**src/rtl/id_pkg.sv**
```systemverilog
// Shared types and constants for the IF/ID instruction queue.
package id_pkg;

    typedef enum logic {
        NORMAL  = 1'b0,
        WAIT_DS = 1'b1
    } state_e;

    localparam int unsigned ID_INSTR_W = 32;
    localparam int unsigned ID_PC_W    = 32;
    localparam int unsigned PC_STEP    = 4;

    typedef struct packed {
        logic [ID_INSTR_W-1:0] instr;
        logic [ID_PC_W-1:0]    pc;
    } entry_t;

endpackage

```
**src/rtl/id_instr_queue_if.sv**
```systemverilog
// Fetch-side and decode-side signals of the IF/ID instruction queue.
interface id_instr_queue_if #(
    parameter int unsigned DEPTH   = 4,
    parameter int unsigned INSTR_W = 32,
    parameter int unsigned PC_W    = 32
);
    localparam int unsigned CNT_W = $clog2(DEPTH + 1);

    logic               in_valid;
    logic               in_ready;
    logic [INSTR_W-1:0] in_instr;
    logic [PC_W-1:0]    in_pc;
    logic               out_valid;
    logic               out_ready;
    logic [INSTR_W-1:0] out_instr;
    logic [PC_W-1:0]    out_pc;
    logic [PC_W-1:0]    out_pc_plus_4;
    logic               out_is_ds;
    logic               dec_is_branch;
    logic               redirect;
    logic               flush;
    logic               ds_pending;
    logic [CNT_W-1:0]   count;

    modport master (
        output in_valid, in_instr, in_pc, out_ready, dec_is_branch, redirect, flush,
        input  in_ready, out_valid, out_instr, out_pc, out_pc_plus_4, out_is_ds,
               ds_pending, count
    );

    modport slave (
        input  in_valid, in_instr, in_pc, out_ready, dec_is_branch, redirect, flush,
        output in_ready, out_valid, out_instr, out_pc, out_pc_plus_4, out_is_ds,
               ds_pending, count
    );

endinterface

```
**src/rtl/id_queue_ram.sv**
```systemverilog
// Queue storage: register array, one synchronous write port, combinational read.
module id_queue_ram #(
    parameter int unsigned DEPTH = 4,
    parameter int unsigned WIDTH = 64,
    parameter int unsigned AW    = $clog2(DEPTH)
) (
    input  logic             clk,
    input  logic             we,
    input  logic [AW-1:0]    waddr,
    input  logic [WIDTH-1:0] wdata,
    input  logic [AW-1:0]    raddr,
    output logic [WIDTH-1:0] rdata
);

    logic [WIDTH-1:0] mem [DEPTH];

    always_ff @(posedge clk) begin
        if (we) begin
            mem[waddr] <= wdata;
        end
    end

    assign rdata = mem[raddr];

endmodule

```
**src/rtl/id_instr_queue.sv**
```systemverilog
// IF/ID instruction FIFO that keeps the branch delay slot across a taken redirect
// and waits for it when it has not been fetched yet.
module id_instr_queue
    import id_pkg::*;
#(
    parameter int unsigned DEPTH   = 4,
    parameter int unsigned INSTR_W = 32,
    parameter int unsigned PC_W    = 32
) (
    input  logic              clk,
    input  logic              rst,
    id_instr_queue_if.slave   bus
);

    localparam int unsigned PTR_W = $clog2(DEPTH);
    localparam int unsigned CNT_W = $clog2(DEPTH + 1);
    localparam int unsigned ENT_W = INSTR_W + PC_W;

    logic [CNT_W-1:0] count_q, count_d;
    logic [PTR_W-1:0] rd_q, rd_d;
    logic [PTR_W-1:0] wr_q, wr_d;
    state_e           state_q, state_d;
    logic             last_br_q, last_br_d;

    logic             in_ready;
    logic             out_valid;
    logic             push;
    logic             pop;
    logic             taken;
    logic             ram_we;
    logic [ENT_W-1:0] ram_rdata;
    logic [PC_W-1:0]  head_pc;

    assign in_ready  = count_q < CNT_W'(DEPTH);
    assign out_valid = count_q != '0;
    assign push      = bus.in_valid & in_ready;
    assign pop       = out_valid & bus.out_ready;
    assign taken     = pop & bus.dec_is_branch & bus.redirect;

    id_queue_ram #(
        .DEPTH (DEPTH),
        .WIDTH (ENT_W),
        .AW    (PTR_W)
    ) u_ram (
        .clk   (clk),
        .we    (ram_we),
        .waddr (wr_q),
        .wdata ({bus.in_instr, bus.in_pc}),
        .raddr (rd_q),
        .rdata (ram_rdata)
    );

    // Next-state: flush beats everything; a taken redirect collapses the queue to the delay slot.
    always_comb begin
        count_d   = count_q;
        rd_d      = rd_q;
        wr_d      = wr_q;
        state_d   = state_q;
        last_br_d = last_br_q;
        ram_we    = 1'b0;

        if (bus.flush) begin
            count_d   = '0;
            rd_d      = '0;
            wr_d      = '0;
            state_d   = NORMAL;
            last_br_d = 1'b0;
        end else if (state_q == WAIT_DS) begin
            // Queue is empty here, so rd_q == wr_q and the pushed word becomes the head.
            if (push) begin
                ram_we  = 1'b1;
                wr_d    = wr_q + PTR_W'(1);
                count_d = CNT_W'(1);
                state_d = NORMAL;
            end
        end else begin
            if (pop) begin
                last_br_d = bus.dec_is_branch;
            end
            if (taken) begin
                if (count_q >= CNT_W'(2)) begin
                    rd_d    = rd_q + PTR_W'(1);
                    wr_d    = rd_q + PTR_W'(2);
                    count_d = CNT_W'(1);
                end else if (push) begin
                    ram_we  = 1'b1;
                    rd_d    = wr_q;
                    wr_d    = wr_q + PTR_W'(1);
                    count_d = CNT_W'(1);
                end else begin
                    rd_d    = wr_q;
                    count_d = '0;
                    state_d = WAIT_DS;
                end
            end else begin
                if (push) begin
                    ram_we = 1'b1;
                    wr_d   = wr_q + PTR_W'(1);
                end
                if (pop) begin
                    rd_d = rd_q + PTR_W'(1);
                end
                count_d = count_q + CNT_W'(push) - CNT_W'(pop);
            end
        end
    end

    always_ff @(posedge clk or negedge rst) begin
        if (!rst) begin
            count_q   <= '0;
            rd_q      <= '0;
            wr_q      <= '0;
            state_q   <= NORMAL;
            last_br_q <= 1'b0;
        end else begin
            count_q   <= count_d;
            rd_q      <= rd_d;
            wr_q      <= wr_d;
            state_q   <= state_d;
            last_br_q <= last_br_d;
        end
    end

    assign head_pc           = ram_rdata[PC_W-1:0];
    assign bus.in_ready      = in_ready;
    assign bus.out_valid     = out_valid;
    assign bus.out_instr     = ram_rdata[ENT_W-1 -: INSTR_W];
    assign bus.out_pc        = head_pc;
    assign bus.out_pc_plus_4 = head_pc + PC_W'(PC_STEP);
    assign bus.out_is_ds     = last_br_q & out_valid;
    assign bus.ds_pending    = state_q == WAIT_DS;
    assign bus.count         = count_q;

    // A redirect is only meaningful alongside the pop of a branch.
    redirect_needs_branch_pop: assert property (
        @(posedge clk) disable iff (!rst)
        (bus.redirect && !bus.flush) |-> (pop && bus.dec_is_branch)
    ) else $error("redirect asserted without a branch pop");

endmodule

```
**src/flat_wrapper.sv**
```systemverilog
// flat-port wrapper written by rule: the top's interface ports become plain ports
module id_instr_queue_flat import id_pkg::*;
#(
    parameter int unsigned DEPTH   = 4,
    parameter int unsigned INSTR_W = 32,
    parameter int unsigned PC_W    = 32
)
  (clk, rst, bus_in_valid, bus_in_instr, bus_in_pc, bus_out_ready, bus_dec_is_branch, bus_redirect, bus_flush, bus_in_ready, bus_out_valid, bus_out_instr, bus_out_pc, bus_out_pc_plus_4, bus_out_is_ds, bus_ds_pending, bus_count);
  id_instr_queue_if #(.DEPTH(DEPTH), .INSTR_W(INSTR_W), .PC_W(PC_W)) bus_i ();
  input  logic clk;
  input  logic rst;
  input wire logic [$bits(bus_i.in_valid)-1:0] bus_in_valid;
  input wire logic [$bits(bus_i.in_instr)-1:0] bus_in_instr;
  input wire logic [$bits(bus_i.in_pc)-1:0] bus_in_pc;
  input wire logic [$bits(bus_i.out_ready)-1:0] bus_out_ready;
  input wire logic [$bits(bus_i.dec_is_branch)-1:0] bus_dec_is_branch;
  input wire logic [$bits(bus_i.redirect)-1:0] bus_redirect;
  input wire logic [$bits(bus_i.flush)-1:0] bus_flush;
  output wire logic [$bits(bus_i.in_ready)-1:0] bus_in_ready;
  output wire logic [$bits(bus_i.out_valid)-1:0] bus_out_valid;
  output wire logic [$bits(bus_i.out_instr)-1:0] bus_out_instr;
  output wire logic [$bits(bus_i.out_pc)-1:0] bus_out_pc;
  output wire logic [$bits(bus_i.out_pc_plus_4)-1:0] bus_out_pc_plus_4;
  output wire logic [$bits(bus_i.out_is_ds)-1:0] bus_out_is_ds;
  output wire logic [$bits(bus_i.ds_pending)-1:0] bus_ds_pending;
  output wire logic [$bits(bus_i.count)-1:0] bus_count;
  assign bus_i.in_valid = bus_in_valid;
  assign bus_i.in_instr = bus_in_instr;
  assign bus_i.in_pc = bus_in_pc;
  assign bus_i.out_ready = bus_out_ready;
  assign bus_i.dec_is_branch = bus_dec_is_branch;
  assign bus_i.redirect = bus_redirect;
  assign bus_i.flush = bus_flush;
  assign bus_in_ready = bus_i.in_ready;
  assign bus_out_valid = bus_i.out_valid;
  assign bus_out_instr = bus_i.out_instr;
  assign bus_out_pc = bus_i.out_pc;
  assign bus_out_pc_plus_4 = bus_i.out_pc_plus_4;
  assign bus_out_is_ds = bus_i.out_is_ds;
  assign bus_ds_pending = bus_i.ds_pending;
  assign bus_count = bus_i.count;
  id_instr_queue #(.DEPTH(DEPTH), .INSTR_W(INSTR_W), .PC_W(PC_W)) u_core (.clk(clk), .rst(rst), .bus(bus_i));
endmodule
```
**config.mk**
```make
export PLATFORM = sky130hd
export DESIGN_NAME = id_instr_queue_flat
export DESIGN_NICKNAME = d
export VERILOG_FILES = /design/src/rtl/id_pkg.sv /design/src/rtl/id_instr_queue_if.sv /design/src/rtl/id_queue_ram.sv /design/src/rtl/id_instr_queue.sv /design/src/flat_wrapper.sv
export SDC_FILE = /design/constraint.sdc
export NUM_CORES = 1
export LEC_CHECK = 0
export ABC_AREA = 1
export BUFFER_PORTS_ARGS = -buffer_cell sky130_fd_sc_hd__buf_2
export CAP_MARGIN = 40
export CORE_AREA = 2 2 190 117
export CTS_BUF_LIST = sky130_fd_sc_hd__clkbuf_16
export DETAILED_ROUTE_END_ITERATION = 8
export DIE_AREA = 0 0 192 119
export HOLD_SLACK_MARGIN = 0.05
export PLACE_DENSITY = 0.84
export SYNTH_ARGS = -nofsm -noshare
export SYNTH_HDL_FRONTEND = slang
export SYNTH_SLANG_ARGS = --single-unit
```
**constraint.sdc**
```tcl
create_clock -name clk -period 5.58 [get_ports clk]
set_input_delay 1.116 -clock clk [delete_from_list [all_inputs] [get_ports clk]]
set_output_delay 1.116 -clock clk [all_outputs]
set_load 0.1 [all_outputs]
```
After elaboration in Yosys (flattened, before gate mapping) --
Memory sizes are Yosys's and may differ from the RTL's. Index checks and enable logic that the tools add are counted.
Cells by class: equal/unequal tests 2, add/subtract/negate cells 6, reduce and logical (&&, ||, !) cells 5, bitwise operators 5, div/mod/pow operators 0, shifts and indexed selects 0, multiply operators 0, multiplexer cells 31, order comparisons 2
Operators by type and width (count):
- $add A32 B3 Y32 const B | 1
- $mux W2 | 10
- $mux W1 | 16
- $mux W3 | 5
- $reduce_bool A3 Y1 | 2
- $and A1 B1 Y1 | 5
- $add A2 B1 Y2 const B | 2
- $reduce_and A2 Y1 | 2
- $add A3 B1 Y3 | 1
- $ge A3 B2 Y1 const B | 1
- $lt A3 B3 Y1 const B | 1
- $ne A3 B3 Y1 const B | 1
- $sub A3 B1 Y3 | 1
- $add A2 B2 Y2 const B | 1
- $ne A2 B2 Y1 const B | 1
- $reduce_bool A2 Y1 | 1
Word-level totals: ROM bits 0, register bits after elaboration 9, memories 1, input bits 71, RAM bits 256, bits in latches 0, word-level logic and storage cells 57
Memory list:
- u_core.u_ram.mem | words 4, width 64, rd ports 1, clocked after memory_dff 0, wr ports 1, RTL line id_queue_ram.sv:15 | logic [WIDTH-1:0] mem [DEPTH];

Logic depth before layout (Yosys ltp) --
Gate-level depths: netlist of the first run.
depth after elaboration 9, mapped depth 15, depth with buffers taken out 13

Cells and area by module --
From an unflattened synthesis of the first run, not the netlist that was laid out.
Second synthesis, totals: cells, all modules 1270, area total of the unflattened synthesis 12239.2 um^2
Modules (own cells, without submodules):
- id_queue_ram | times used 1, seq. area each 7687.4 um^2, cells each 1010, area an instance 10761.6 um^2
- id_instr_queue | times used 1, seq. area each 225.2 um^2, cells each 260, area an instance 1477.7 um^2

Least setup slack after synthesis of the first run --
No wires, ideal clock.
path kind reg-to-reg, from register u_core.count_q[2], in the netlist u_core.bus.count[2], to memory u_core.u_ram.mem[0][0], enable pin, cell stages (with the launch flop) 8, arrival time 6098 ps, clock period less this slack 6584 ps, setup time 486 ps, buffers on the path 0, path slack -1004 ps, data required time 5094 ps, path through dfrtp_1 -> inv_1 -> nand3_1 -> nand2_1 -> nor2_1 -> nand2_1 -> nand3_1 -> nor2_1
Between the ends: cells in the longest elaborated chain, start to end 9, elaborated cells on any way between the ends 14
Ends and longest elaborated chain:
- start: declaration | RTL line id_instr_queue.sv:19 | logic [CNT_W-1:0] count_q, count_d;
- start signal: assignment | RTL line id_instr_queue.sv:116 | count_q <= count_d;
- $lt A3 B3 Y1 * | RTL line id_instr_queue.sv:34 | assign in_ready = count_q < CNT_W'(DEPTH);
- net bus_in_ready | RTL line flat_wrapper.sv:19 | output wire logic [$bits(bus_i.in_ready)-1:0] bus_in_ready;
- $and A1 B1 Y1 * | RTL line id_instr_queue.sv:36 | assign push = bus.in_valid & in_ready;
- $mux W1 * | RTL line id_instr_queue.sv:70, id_instr_queue.sv:85, id_instr_queue.sv:96
- $mux W1 | RTL line id_instr_queue.sv:81 | if (count_q >= CNT_W'(2)) begin
- $mux W1 | RTL line id_instr_queue.sv:80 | if (taken) begin
- $mux W1 * | RTL line id_instr_queue.sv:68 | end else if (state_q == WAIT_DS) begin
- $mux W1 * | RTL line id_instr_queue.sv:62 | if (bus.flush) begin
- $mux W1 * | RTL line id_queue_ram.sv:18 | if (we) begin
- $mux W1 (implied by the code) * | RTL line id_queue_ram.sv:19 | mem[waddr] <= wdata;
- end: declaration | RTL line id_queue_ram.sv:15
Mark *: on every way through the listed nets, which the timed path passes. The rest lies on a longest branch.

Final worst setup path of the first run --
from register u_core.rd_q[0], to output bus_out_pc_plus_4[15]
Between the ends: cells in the longest elaborated chain, start to end 2
Ends and longest elaborated chain:
- start: declaration | RTL line id_instr_queue.sv:20 | logic [PTR_W-1:0] rd_q, rd_d;
- start signal: assignment | RTL line id_instr_queue.sv:117 | rd_q <= rd_d;
- $mem_v2 Z4 W64
- $add A32 B3 Y32 | RTL line id_instr_queue.sv:129 | assign bus.out_pc_plus_4 = head_pc + PC_W'(PC_STEP);
- end: declaration | RTL line flat_wrapper.sv:23 | output wire logic [$bits(bus_i.out_pc_plus_4)-1:0] bus_out_pc_plus_4;
No other way between the ends.

==> run_results.csv, run 1 <==
group,metric,value,unit
outcome,outcome,"finished clean",
global_routing,grt_pass1_wl,43240,microns
timing,fmax,0.1928,GHz
timing,drv_slew,0,
die,dieArea,22850,sq um
die,io-pin-count,174,
global_routing,grt_busiest_layer,"met1",
final_layout,nets,1362,
setup_path,path_class,"register to output pin",
setup_path,path_max_fanout,74,
yosys,ys_seq_elements,265,
clock_tree,cts_sinks,265,
route,drt-pass1-iter-count,5,
route,num_vias,8744,
global_routing,grt_use_met2,35.79,%
yosys,ys_top_cells_by_area,"edfxtp_1, nand2_1, nor2_1, o21ai_0, nand3_1",
timing,fin_setup_tns,0,ns
die,fp.dieW,192,microns
yosys,synth_area,11850,sq um
die,row_count,42,
route,ant_nets,0,
placed_design,pre_cts_ws,1.023,ns
clock_tree,cts_buffers,25,
setup_path,critPathLaunchType,"register",
clock_tree,worstSkewPairLatency,0.51,ns
timing,whs,0.4487,ns
die,floorplan.initialDensity,55.28,%
route,drc_errors,0,
final_layout,layout.area.seq,7918,sq um
timing,slew_headroom,36.67,%
clock_tree,post_cts_resized,0,
clock_tree,h-tree-depth,1,
timing,rsz0062_at_grt,"false",
global_routing,antenna_found_initial,6,
placed_design,numPortBuffers,173,
yosys,synth_top_area_cell,"edfxtp_1",
global_routing,grt_use_met3,6.130,%
setup_path,required,4.46,ns
yosys,synth_nets,1197,
die,core_area,21440,sq um
global_routing,grt_pass1_vias,7965,
flow_run,drv_cap,0,
setup_path,reg2reg_depth,9,
yosys,synth_top_area_share,64.86,%
setup_path,cp.arrival,4.07,ns
final_layout,stdcell_count,1585,
clock_tree,post-cts-setup-buffers,0,
global_routing,grt.overflow.total,0,
yosys,synthDistinctLibCells,33,
route,drt_iter0_markers,1017,
min_path,hold_class,"input pin to asynchronous set/reset pin",
placed_design,gp_congestion,0.9712,
clock_tree,cts_max_path_buffers,3,
final_layout,drive_above_1_share,21.11,%
clock_tree,clk_pin_slew,0.06,ns
timing,fin_skew,0.008225,ns
global_routing,grt_max_degree,84,
timing,setup_viol,0,
route,drt_wl_total,28180,microns
die,fp.dieH,119,microns
timing,fin_ws,0.3933,ns
global_routing,grt_usage,24.65,%
final_layout,area_growth_syn_to_layout,15.77,%
placed_design,dp_hpwl,18640,microns
global_routing,use_met1,37.73,%
clock_tree,holdBufCountCts,0,
yosys,syn_area_per_cell,10.61,sq um
final_layout,multi_input_area,3477,sq um
route,route.detailed.vias_per_inst,5.517,
yosys,synthCells,1117,
timing,tightest_slew,0.9500,ns
timing,final.period_utilization,92.95,%
final_layout,fillers,1691,
setup_path,critPathCaptureType,"output pin",
setup_path,r2r_setup_slack,2.77,ns
timing,period_needed,5.187,ns
yosys,synth_seq_area_share,66.76,%
clock_tree,root_buffer,"clkbuf_16",
timing,final-hold-violation-count,0,
yosys,ys_warn_count,0,
route,avgRoutedWirePerCell,17.78,microns
placed_design,placed_cells,1541,
clock_tree,tritoncts,"yes",
[area by class of cell]
cell class / count / share of cell area, %
clock inverters: 18 / 0.9574
inverters: 51 / 1.413
repair buffers: 188 / 7.404
clock buffers: 25 / 4.559
diodes: 1 / 0.01824
flip-flops and latches: 265 / 57.70
multi-input cells: 751 / 25.34
well taps: 286 / 2.608
[Yosys cell counts (all sizes together)]
library cell and count:
a211oi 1, a21oi 3, a31oi 2, a32oi 1
buf 31, clkbuf 19, dfrtp 9, edfxtp 256
fa 1, ha 8, inv 51, nand2 361
nand3 75, nand4 9, nor2 155, o21ai 79
o21bai 1, o22ai 35, o32ai 2, or2 1
xnor2 2, xor2 15
[critical path, cell delays in order, from the launching register on]
cell     delay (ns)
dfrtp_4        0.90
buf_4          0.72
nand2_1        0.18
nand2_1        0.12
nand2_1        0.05
nand2_1        0.21
nand2_1        0.16
nor2_1         0.16
nand2_1        0.13
nor2_2         0.26
xor2_1         0.17
buf_2          0.44
[logic make-up after synthesis]
group | after synthesis | synth area share [%]
and+or+nand+nor | 601 | 21.05
AOI/OAI and AO/OA | 124 | 5.764
adders and majority gates | 9 | 1.013
DFF | 265 | 66.76
buffers and inverters | 101 | 4.159
xor gates and xnor gates | 17 | 1.256
[metal layers]
metal,wire length [microns],share of wire (%)
met5,57,0.20
met4,430,1.5
met3,2968,11
met2,12130,43
met1,12590,45
[final timing paths]
kind / start / endpoint
hold / removal: rst / u_core.last_br_q
setup reg to reg: u_core.bus.count[1] / u_core.u_ram.mem[1][27]
hold reg to reg: u_core.last_br_q / u_core.last_br_q
min in group clk: u_core.last_br_q / u_core.last_br_q
max in group asynchronous: rst / u_core.rd_q[0]
setup / recovery: u_core.rd_q[0] / bus_out_pc_plus_4[15]
[flip-flops by register name, summed over array words and instances, names as in the netlist]
name                   flops
u_core.bus.count           3
u_core.bus.ds_pending      1
u_core.last_br_q           1
u_core.rd_q                2
u_core.u_ram.mem         256
u_core.wr_q                2
[per-stage QoR]
step	utilization, %	area (sq um)
floorplan	-	11850
global placement	60.27	12920
detailed placement	60.46	12960
CTS	63.99	13720
global route	64.00	13720
finish	64.00	13720
[cells in the final DEF (no fill, tap or decap), types with 9 or more instances in the layout]
master and instances:
buf_4 12, nand3_1 73, buf_2 173, clkbuf_16 25, inv_1 53, nor2_2 22
nand4_1 9, o21ai_0 77, nand2_1 342, xor2_1 15, o22ai_1 35, edfxtp_1 256
nor2_1 128, nand2_2 19
Power of run 1 is left out: the tool's default activity adds up to more than one toggle a clock period on the data nets, which glitch-free logic cannot reach.
==> run 2: changes to the inputs <==
- CORE_AREA: 2 2 190 117 -> 2 2 185 114
- DIE_AREA: 0 0 192 119 -> 0 0 187 116
- PLACE_DENSITY: 0.84 -> 0.88
- clock period: 5.58 -> 6.2 ns (I/O delays scaled with it)
==> run 2 against run 1 <==
Count of clock-buffer cells in the layout stayed put. First-iteration DRC count is 3.8% lower. Final area increased by 0.37%. Worst hold slack improved by 0.11 ns. Clock skew up 0.0076 ns. Core utilization rose by 5.3 points. Routed wire length grew 0.95%. Final cell count fell by 0.38%. Non-clock buffer count rose by 1. Sequential share of layout area shrank 0.21 points. Via count is 1.4% higher. Register-to-register slack better by 0.52 ns. Highest routed layer unchanged.
==> run_results.csv, run 2 (synthesis gave the netlist of run 1 again) <==
group,metric,value,unit
final_layout,area_growth_syn_to_layout,16.20,%
timing,drv_slew,0,
timing,final-hold-violation-count,0,
clock_tree,cts_sinks,265,
die,fp.dieH,116,microns
clock_tree,worstSkewPairLatency,0.52,ns
route,num_vias,8863,
setup_path,critical_path.top_delay_family,"buffers and inverters",
setup_path,crit_chain,"buf_4 > nand2_1 > nand2_2 > ha_1 > nand2_2 > nor2_2 > xor2_1 > buf_2",
clock_tree,post-cts-setup-buffers,0,
die,floorplan.initialDensity,59.65,%
setup_path,critPathCaptureType,"output pin",
die,dieArea,21690,sq um
setup_path,cpMaxStageDelayCell,"dfrtp_2",
placed_design,numPortBuffers,173,
route,drc_errors,0,
global_routing,antenna_found_initial,6,
outcome,outcome,"finished clean",
final_layout,fillers,1416,
setup_path,slowest_delay,0.77,ns
final_layout,largest_register_ffs,256,
setup_path,cp.arrival,3.68,ns
final_layout,final_cell_mix,"nand2_1, edfxtp_1, buf_2",
setup_path,crit_top_cell,"nand2_2",
clock_tree,cts_buffers,25,
global_routing,grt_max_degree,78,
global_routing,grt.overflow.total,0,
timing,fmax,0.2032,GHz
clock_tree,tritoncts,"yes",
route,route.detailed.vias_per_inst,5.613,
timing,final.period_utilization,79.38,%
clock_tree,cts_max_path_buffers,3,
final_layout,final_area,13770,sq um
flow_run,drv_cap,0,
final_layout,final_util,69.32,%
final_layout,layout_commonest_cell,"nand2_1",
timing,slew_headroom,46.04,%
clock_tree,clk_pin_slew,0.07,ns
final_layout,nets,1363,
clock_tree,root_buffer,"clkbuf_16",
global_routing,grt_usage,26.06,%
die,core_area,19870,sq um
final_layout,drive_above_1_share,21.43,%
setup_path,path_class,"register to output pin",
route,drt_iter0_markers,978,
global_routing,grt_pass1_vias,8144,
timing,period_needed,4.922,ns
die,row_count,40,
min_path,hold_class,"register to register",
clock_tree,holdBufCountCts,0,
die,io-pin-count,174,
setup_path,required,4.96,ns
route,avgRoutedWirePerCell,18.01,microns
global_routing,grt_pass1_wl,43940,microns
timing,setup_viol,0,
die,fp.dieW,187,microns
final_layout,top_register,"u_core.u_ram.mem",
clock_tree,post_cts_resized,0,
route,drt-pass1-iter-count,6,
setup_path,worst-path-buf-inv,2,
timing,rsz0062_at_grt,"false",
placed_design,dpl_cell_area,12980,sq um
placed_design,gp_congestion,0.9557,
route,ant_nets,0,
setup_path,r2r_setup_slack,3.29,ns
timing,tightest_slew,0.8094,ns
setup_path,critPathLaunchType,"register",
placed_design,dp_hpwl,19030,microns
route,drt_wl_total,28440,microns
setup_path,path_max_fanout,48,
timing,fin_skew,0.01583,ns
clock_tree,h-tree-depth,1,
[run 2: final timing paths]
kind	startpoint	endpoint	cells after the start
setup / recovery	u_core.rd_q[1]	bus_out_pc_plus_4[8]	8
hold / removal	u_core.last_br_q	u_core.last_br_q	2
setup reg to reg	u_core.bus.count[1]	u_core.u_ram.mem[0][33]	8
hold reg to reg	u_core.last_br_q	u_core.last_br_q	2
max in group asynchronous	rst	u_core.rd_q[0]	1
min in group asynchronous	rst	u_core.last_br_q	1
[run 2: layer usage]
metal  track usage [%]  share of wire [%]  up-vias
met2             40.59                 44      458
met3             5.875                 10       45
met4             5.185                1.4        4
li1                  -                  -     4155
met1             38.37                 44     4201
met5                 0              0.081        -
[run 2: layout make-up]
| type | count | area (sq um) | share of cell area [%] |
|---|---|---|---|
| Multi-Input combinational cell | 751 | 3477 | 25.25 |
| Clock inverter | 21 | 156.4 | 1.136 |
| Clock buffer | 25 | 625.6 | 4.542 |
| Timing Repair Buffer | 189 | 1051 | 7.631 |
| Sequential cell | 265 | 7918 | 57.49 |
| Inverter | 51 | 193.9 | 1.408 |
| Antenna cell | 4 | 10.01 | 0.07267 |
| Tap cell | 273 | 341.6 | 2.480 |
[run 2: metrics by stage]
| step | TNS [ns] | cells | worst slack (ns) | hold slack (ns) |
|---|---|---|---|---|
| 6_report | 0 | 1579 | 1.278 | 0.5578 |
| 5_1_grt | 0 | 1576 | 1.042 | 0.5680 |
| 4_1_cts | 0 | 1575 | 1.281 | 0.5560 |
| 3_5_place_dp | 0 | 1529 | 1.845 | 0.5457 |
| 3_3_place_gp | 0 | 1526 | 1.918 | 0.5302 |
| 2_1_floorplan | -98.42 | 1117 | -0.3844 | 0.5039 |
[run 2: worst reg2reg max path: cells and delay by family, from the launching register on]
kind / cells / cell delay (ns)
buffers and inverters: 2 / 0.64
AND/OR/NAND/NOR: 6 / 1.49
flip-flops: 1 / 0.42
Power of run 2 is left out for the same reason.
==> run 3: changes to the inputs <==
- CORE_AREA: 2 2 185 114 -> 2 2 198 122
- DIE_AREA: 0 0 187 116 -> 0 0 200 124
- PLACE_DENSITY: 0.88 -> 0.81
- clock period: 6.2 -> 4.45 ns (I/O delays scaled with it)
==> run 3 against run 2 <==
Register-to-register slack got worse by 1.4 ns. Count of clock-buffer cells in the layout unchanged. Sequential share of layout area decreased by 2.0 points. Global-route usage decreased by 2.2 points. Critical path type unchanged.
==> run_results.csv, run 3 (synthesis gave the netlist of run 1 again) <==
group,metric,value,unit
setup_path,timing.rr.end,"u_core.u_ram.mem[2][42]",
flow_run,drv_cap,0,
clock_tree,cts_buffers,25,
route,drc_errors,0,
route,drt-pass1-iter-count,6,
route,drt_wl_total,29590,microns
route,top_layer,"met5",
placed_design,pre_cts_ws,0.7238,ns
clock_tree,root_buffer,"clkbuf_16",
setup_path,critPathLaunchType,"register",
route,ant_nets,0,
timing,rsz0062_at_grt,"false",
final_layout,area_growth_syn_to_layout,20.34,%
final_layout,layout_commonest_cell,"nand2_1",
die,dieArea,24800,sq um
timing,final-hold-violation-count,0,
clock_tree,cts_max_path_buffers,3,
placed_design,dp_hpwl,19740,microns
timing,drv_slew,0,
setup_path,critPathCaptureType,"output pin",
outcome,outcome,"finished clean",
clock_tree,h-tree-depth,1,
timing,fin_setup_tns,0,ns
timing,slew_headroom,56.04,%
setup_path,crit_top_cell,"nand2_1",
timing,tightest_slew,0.6594,ns
timing,fin_ws,0.2137,ns
min_path,hold_class,"input pin to asynchronous set/reset pin",
global_routing,grt.overflow.total,0,
setup_path,required,3.56,ns
die,row_count,43,
timing,final.period_utilization,95.20,%
final_layout,drive_above_1_share,22.34,%
placed_design,gp_congestion,0.9486,
die,core_area,22870,sq um
timing,fmax,0.2361,GHz
route,dr_wl_met3,2996,microns
route,avgRoutedWirePerCell,18.33,microns
clock_tree,worstSkewPairLatency,0.52,ns
placed_design,numPortBuffers,173,
setup_path,path_max_fanout,42,
die,fp.dieH,124,microns
timing,period_needed,4.236,ns
clock_tree,post-cts-setup-buffers,0,
setup_path,reg2reg_depth,8,
setup_path,cp.arrival,3.35,ns
route,wl_met1,13210,microns
clock_tree,tritoncts,"yes",
route,num_vias,8781,
final_layout,final_util,62.38,%
final_layout,final_cell_mix,"nand2_1, edfxtp_1, buf_2",
route,route.detailed.vias_per_inst,5.441,
final_layout,top_register,"u_core.u_ram.mem",
timing,whs,0.2229,ns
final_layout,fillers,1774,
route,drt_iter0_markers,803,
setup_path,worstReg2RegStart,"u_core.bus.count[2]",
global_routing,grt_usage,23.88,%
timing,fin_skew,0.01694,ns
global_routing,antenna_found_initial,4,
clock_tree,cts_sinks,265,
setup_path,crit_chain,"inv_4 > buf_16 > nand2_1 > nand2_1 > nand2_1 > nand2_1 > nand2_1 > nor2_1 > nand2_1 > nor2_2 > xor2_1 > buf_12",
global_routing,grt_max_degree,122,
setup_path,cpMaxStageDelayCell,"dfrtp_4",
clock_tree,clk_pin_slew,0.07,ns
setup_path,slowest_delay,0.59,ns
die,fp.dieW,200,microns
die,io-pin-count,174,
die,floorplan.initialDensity,51.84,%
timing,setup_viol,0,
setup_path,path_class,"register to output pin",
final_layout,nets,1363,
setup_path,r2r_setup_slack,1.87,ns
global_routing,grt_pass1_vias,8009,
route,wl_met2,13070,microns
global_routing,grt_pass1_wl,44990,microns
final_layout,largest_register_ffs,256,
==> run 3: changes by cell type in the layout (fill, tap and decap cells not counted), moves of 2 or more <==
cell | previous run | this run
buf_12 | 2 | 28
buf_2 | 173 | 147
clkinv_1 | 7 | 3
clkinv_2 | 2 | 7
clkinv_4 | 2 | 0
diode_2 | 4 | 1
inv_1 | 51 | 47
xor2_1 | 15 | 9
xor2_2 | 0 | 6
==> run 3: worst max-delay path: cells and delay by family (launching register included) <==
family | cells | cell delay (ns)
DFF | 1 | 0.59
xor gates and xnor gates | 1 | 0.28
buffers and inverters | 3 | 0.80
and+or+nand+nor | 8 | 1.11
==> run 3: worst max-delay path by stage <==
stage                   startpoint               endpoint  cells past startpoint
5_1_grt             u_core.rd_q[0]  bus_out_pc_plus_4[15]                     12
3_3_place_gp        u_core.rd_q[0]  bus_out_pc_plus_4[15]                     12
4_1_cts             u_core.rd_q[0]  bus_out_pc_plus_4[15]                     12
3_5_place_dp        u_core.rd_q[0]  bus_out_pc_plus_4[15]                     12
2_1_floorplan  u_core.bus.count[2]          bus_out_is_ds                      2
6_report            u_core.rd_q[0]  bus_out_pc_plus_4[15]                     12
==> run 3: what timing repair did <==
action,4_1_cts,5_1_grt
hold buffers,0,0
endpoints found under the setup margin,0,1
resized for setup,0,1
==> run 3: cell type report <==
type	count	area (sq um)	share of cell area, %
diodes	1	2.502	0.01754
clock buffers	25	625.6	4.386
clock inverters	17	160.2	1.123
inverters	51	197.7	1.386
multi-input cells	751	3527	24.73
flip-flops and latches	265	7918	55.51
well taps	315	394.1	2.763
repair buffers	189	1439	10.09
==> run 3: through the flow <==
stage	instance area, sq um	std cells
floorplan	11940	1117
global placement	13440	1570
detailed placement	13440	1570
CTS	14230	1612
global route	14260	1613
finish	14260	1614
==> run 3: metal layers <==
| metal | track usage (%) | up-vias |
|---|---|---|
| met5 | 0 | - |
| met1 | 35.04 | 4179 |
| met3 | 6.580 | 33 |
| li1 | - | 4146 |
| met2 | 36.57 | 417 |
| met4 | 3.472 | 6 |
Power of run 3 is left out for the same reason.
